`src/rtl/regc_dp.sv`:
```
// Dual-port coefficient register bank with hardware clear sweep, out-of-range flagging and busy status.
// Optional macro REGC_DP_BYPASS_EN selects write-first collision behaviour (default read-first).
module regc_dp #(
   parameter int DATA_W = 16,
   parameter int DEPTH  = 64,
   parameter int ADDR_W = 7
) (
   input  logic              clk,
   input  logic              rst,
   input  logic              wr_en,
   input  logic [ADDR_W-1:0] wr_addr,
   input  logic [DATA_W-1:0] wr_data,
   input  logic              rd_en,
   input  logic [ADDR_W-1:0] rd_addr,
   output logic [DATA_W-1:0] rd_data,
   output logic              rd_valid,
   input  logic              clr_start,
   output logic              busy,
   output logic              oob_err
);

   localparam int IDX_W = (DEPTH > 1) ? $clog2(DEPTH) : 1;
   localparam logic [ADDR_W:0]  DEPTH_CMP = (ADDR_W + 1)'(DEPTH);
   localparam logic [IDX_W-1:0] LAST_IDX  = IDX_W'(DEPTH - 1);
   localparam logic [IDX_W-1:0] IDX_ONE   = IDX_W'(1);

   localparam logic [0:0] IDLE  = 1'b0;
   localparam logic [0:0] CLEAR = 1'b1;

   logic [DATA_W-1:0] mem [0:DEPTH-1];

   logic [0:0]       state_reg, state_next;
   logic [IDX_W-1:0] ptr_reg, ptr_next;

   logic              wr_in_range, rd_in_range;
   logic [IDX_W-1:0]  wr_idx, rd_idx;
   logic              idle;
   logic              port_wr, port_rd, oob_hit, bypass_hit;
   logic              mem_we;
   logic [IDX_W-1:0]  mem_waddr;
   logic [DATA_W-1:0] mem_wdata;

   assign wr_in_range = ({1'b0, wr_addr} < DEPTH_CMP);
   assign rd_in_range = ({1'b0, rd_addr} < DEPTH_CMP);
   assign wr_idx      = wr_addr[IDX_W-1:0];
   assign rd_idx      = rd_addr[IDX_W-1:0];

   // Port traffic is only honoured while the sweep is not running.
   assign idle    = (state_reg == IDLE);
   assign port_wr = idle && wr_en && wr_in_range;
   assign port_rd = idle && rd_en;
   assign oob_hit = idle && ((wr_en && !wr_in_range) || (rd_en && !rd_in_range));

`ifdef REGC_DP_BYPASS_EN
   assign bypass_hit = port_wr && rd_in_range && (rd_idx == wr_idx);
`else
   assign bypass_hit = 1'b0;
`endif

   assign busy = (state_reg == CLEAR);

   always_comb begin
      state_next = state_reg;
      ptr_next   = ptr_reg;
      case (state_reg)
         IDLE: begin
            if (clr_start) begin
               state_next = CLEAR;
               ptr_next   = '0;
            end
         end
         CLEAR: begin
            if (ptr_reg == LAST_IDX) begin
               state_next = IDLE;
               ptr_next   = '0;
            end else begin
               ptr_next = ptr_reg + IDX_ONE;
            end
         end
         default: begin
            state_next = CLEAR;
            ptr_next   = '0;
         end
      endcase
   end

   always_ff @(posedge clk) begin
      if (rst) begin
         state_reg <= CLEAR;
         ptr_reg   <= '0;
      end else begin
         state_reg <= state_next;
         ptr_reg   <= ptr_next;
      end
   end

   // Single write port shared between the clear sweep and the user port.
   always_comb begin
      mem_we    = 1'b0;
      mem_waddr = wr_idx;
      mem_wdata = wr_data;
      if (!rst) begin
         if (state_reg == CLEAR) begin
            mem_we    = 1'b1;
            mem_waddr = ptr_reg;
            mem_wdata = '0;
         end else if (port_wr) begin
            mem_we = 1'b1;
         end
      end
   end

   always_ff @(posedge clk) begin
      if (mem_we) begin
         mem[mem_waddr] <= mem_wdata;
      end
   end

   // Registered read; the array read sees the pre-write contents, giving read-first by default.
   always_ff @(posedge clk) begin
      if (rst) begin
         rd_data  <= '0;
         rd_valid <= 1'b0;
         oob_err  <= 1'b0;
      end else begin
         rd_valid <= port_rd;
         oob_err  <= oob_hit;
         if (port_rd) begin
            if (!rd_in_range) begin
               rd_data <= '0;
            end else if (bypass_hit) begin
               rd_data <= wr_data;
            end else begin
               rd_data <= mem[rd_idx];
            end
         end
      end
   end

endmodule

```
`config.mk`:
```
export PLATFORM = sky130hd
export DESIGN_NAME = regc_dp
export DESIGN_NICKNAME = d
export VERILOG_FILES = /design/src/rtl/regc_dp.sv
export SDC_FILE = /design/constraint.sdc
export NUM_CORES = 1
export LEC_CHECK = 0
export BUFFER_PORTS_ARGS = -buffer_cell sky130_fd_sc_hd__clkbuf_2
export CAP_MARGIN = 20
export CELL_PAD_IN_SITES_DETAIL_PLACEMENT = 1
export CELL_PAD_IN_SITES_GLOBAL_PLACEMENT = 1
export CORE_MARGIN = 2
export CORE_UTILIZATION = 35
export DETAILED_ROUTE_END_ITERATION = 7
export GPL_ROUTABILITY_DRIVEN = 1
export PLACE_DENSITY = 0.52
export RECOVER_POWER = 25
export SLEW_MARGIN = 20
export SYNTH_ARGS = -nofsm -noshare
export SYNTH_HDL_FRONTEND = slang
export SYNTH_SLANG_ARGS = --single-unit
```
`constraint.sdc`:
```
create_clock -name clk -period 6.25 [get_ports clk]
set_input_delay 0.9375 -clock clk [delete_from_list [all_inputs] [get_ports clk]]
set_output_delay 0.9375 -clock clk [all_outputs]
set_load 0.02 [all_outputs]
```
==> out/qor.csv <==
stage;metric;value;unit
cts;h-tree-depth;3;
outcome;violations;max-capacitance violations, max-slew violations;
finish;area_delta_synth_final;14.2;%
power_and_ir_drop;peakVddDrop;215;uV
die;initial_core_util;35.2;%
timing;tns;0;ns
synthesis;postSynth.asyncResetShare;0;%
timing;hold_viol;0;
routing;first_iter_violations;2031;
finish;layout_common_cells;edfxtp_1, mux4_2, mux2i_1;
timing;min_period;4.66;ns
global_routing;grt_pass1_wl;168;mm
routing;wl;119;mm
cts;cts_setup_buffers;0;
cts;numCtsBuffers;111;
synthesis;netlist_instances;1963;
worst_setup_path;reg2reg_depth;4;
timing;fmax;0.215;GHz
cts;ctsLongestPathBuffers;3;
finish;finalNetCount;2144;
finish;final_area;46500;um2
placement;dp.cells;3518;
routing;postRouteAntennaNets;0;
power_and_ir_drop;power_leakage;14.9;nW
worst_setup_path;critPathKind;reg2reg;
die;rows;125;
synthesis;ys_seq_area_share;76.7;%
die;core_area;116000;um2
finish;multi_input_area;8850;um2
timing;rsz0062_at_grt;false;
worst_setup_path;critical_path_required;6.67;ns
cts;clockRootBuffer;clkbuf_16;
routing;num_vias;20400;
worst_setup_path;rr_endpoint;mem[30][3];
die;ioPinCount;54;
flow_run;maxCapViolations;10;
cts;clk_latency;0.71;ns
global_routing;grt_overflow;0;
outcome;status;complete, but fails checks;
global_routing;grt_pass1_vias;21100;
routing;viasPerCell;5.48;
routing;drc;0;
synthesis;synth.distinct_cells;58;
die;die_h;345;um
finish;largest_reg_flops;1024;
worst_setup_path;cp-start-kind;flip-flop;
timing;tightest_slew;2.08;ns
synthesis;synth_edf_count;1024;
cts;cts_sinks;1049;
placement;port-buffer-count;53;
global_routing;grt_max_degree;92;
global_routing;grt_antenna_before_repair;10;
placement;place_area;43000;um2
worst_setup_path;worst_setup_path_end_kind;flip-flop;
synthesis;yosysWarnings;0;
synthesis;synth_seq_cells;1049;
timing;slew_headroom;-38.6;%
cts;cts_tree;done;
timing;report.final.slew_viol_count;364;
cts;clk_pin_slew;0.06;ns
routing;wl_per_cell;31.9;um
worst_setup_path;crit_arrival;5.08;ns
global_routing;track_usage;19.9;%
timing;fin_skew;0.0452;ns
finish;final_common_cell;edfxtp_1;
synthesis;synth_ff_type;edfxtp_1;
power_and_ir_drop;pwr_density_cell;320;nW/um2
synthesis;syn_nets;1999;
worst_setup_path;r2r_slack;1.59;ns
finish;fin_cells;3726;
min_path;min_to;rd_valid;
min_path;hp-class;in2reg;
synthesis;syn_avg_cell_area;20.8;um2
die;die_w;345;um
finish;regArea;31300;um2
synthesis;syn_area;40800;um2
placement;dp_hpwl;74.0;mm
min_path;whs_path_depth;2;
cts;cts-resized-gates;0;
placement;gp_congestion;0.843;
finish;drive_above_1_share;23.4;%
worst_setup_path;path_max_fanout;36;
worst_setup_path;r2r_start;busy;
routing;dr.pass1.iters;5;
timing;period_share;74.6;%
die;dieArea;119000;um2
min_path;worst_hold_startpoint;rd_en;
timing;finalSetupViolCount;0;
finish;final.fill_count;10900;
cts;cts_hold_buffers;0;
## cell usage after synthesis (all sizes together), types with 2 or more instances
library cell | count | area [um2]
a211o | 6 | 52.6
a211oi | 13 | 97.6
a21oi | 17 | 85.1
a221o | 4 | 40.0
a221oi | 25 | 219
a22o | 13 | 114
a22oi | 26 | 195
a311oi | 2 | 17.5
a31oi | 5 | 31.3
a32oi | 5 | 43.8
a41oi | 8 | 70.1
and2 | 19 | 119
buf | 84 | 636
clkbuf | 28 | 108
dfxtp | 25 | 500
edfxtp | 1024 | 30700
inv | 2 | 7.51
mux2 | 6 | 67.6
mux2i | 142 | 1420
mux4 | 206 | 4640
nand2 | 42 | 158
nand2b | 14 | 87.6
nand3 | 13 | 65.1
nand3b | 6 | 45.0
nor2 | 104 | 393
nor2b | 15 | 93.8
nor3 | 6 | 30.0
nor3b | 3 | 22.5
nor4 | 5 | 31.3
o2111ai | 3 | 26.3
o21a | 3 | 22.5
o21ai | 41 | 205
o21bai | 2 | 15.0
o221ai | 3 | 26.3
o22a | 2 | 17.5
o22ai | 20 | 125
o311a | 2 | 20.0
o31ai | 4 | 30.0
or2 | 4 | 25.0
## power breakdown
group          internal (mW)  leakage, nW  total (mW)  switching (mW)
logic                  0.227         3.62       0.724           0.498
clock network           3.72         1.71        6.42            2.70
registers               7.75         9.56        7.76         0.00842
## how the worst max path moves through the flow
stage / start / end / slack [ns] / depth (start not counted)
after floorplan: rst / mem[0][0] / 3.25 / 5
after global placement: rst / rd_data[4] / 1.67 / 6
after detailed placement: rst / mem[8][12] / 1.99 / 5
after CTS: busy / mem[8][4] / 2.46 / 4
after global routing: busy / mem[47][9] / 1.25 / 4
final: busy / mem[30][3] / 1.59 / 4
## per-stage QoR
| step | util [%] | hold slack [ns] | power [mW] | setup slack, ns |
|---|---|---|---|---|
| 4_1_cts | 40.2 | 0.516 | 15.1 | 2.46 |
| 3_5_place_dp | 37.1 | 0.570 | 8.65 | 1.99 |
| 6_report | 40.1 | 0.561 | 14.9 | 1.59 |
| 5_1_grt | 40.1 | 0.562 | 15.3 | 1.25 |
| 3_3_place_gp | 37.1 | 0.548 | 8.63 | 1.67 |
| 2_1_floorplan | - | 0.497 | 8.34 | 3.25 |
## cell type report
class / instances / share of cell area [%]
diodes: 1 / 0.00538
clock buffers: 150 / 6.46
clock inverters: 56 / 1.09
inverters: 2 / 0.0161
multi-input cells: 800 / 19.0
flip-flops and latches: 1049 / 67.2
well taps: 1524 / 4.10
repair buffers: 144 / 2.14
## cells by family after synthesis
group                    after synthesis  share of synthesized area (%)
flip-flops                          1049                           76.7
multiplexers                         354                           15.0
AND/OR/NAND/NOR                      236                           2.72
AO/OA/AOI/OAI                        209                           3.68
buffers and inverters                114                           1.84
adder cells (fa/ha/maj)                1                         0.0307
## critical path, cell delays in order (launching register included)
cell,delay (ns)
dfxtp_1,0.54
nand2b_1,0.64
clkbuf_1,0.85
and2_0,1.62
buf_4,0.61
## routing by layer
metal | global-route usage, % | part of all wire [%] | up-vias
met3 | 3.31 | 5.9 | 117
met2 | 31.2 | 47 | 588
met1 | 29.1 | 46 | 11200
met5 | 0 | 0.019 | -
met4 | 4.61 | 1.7 | 4
li1 | - | - | 8473
(Power assumes the default switching activity.)
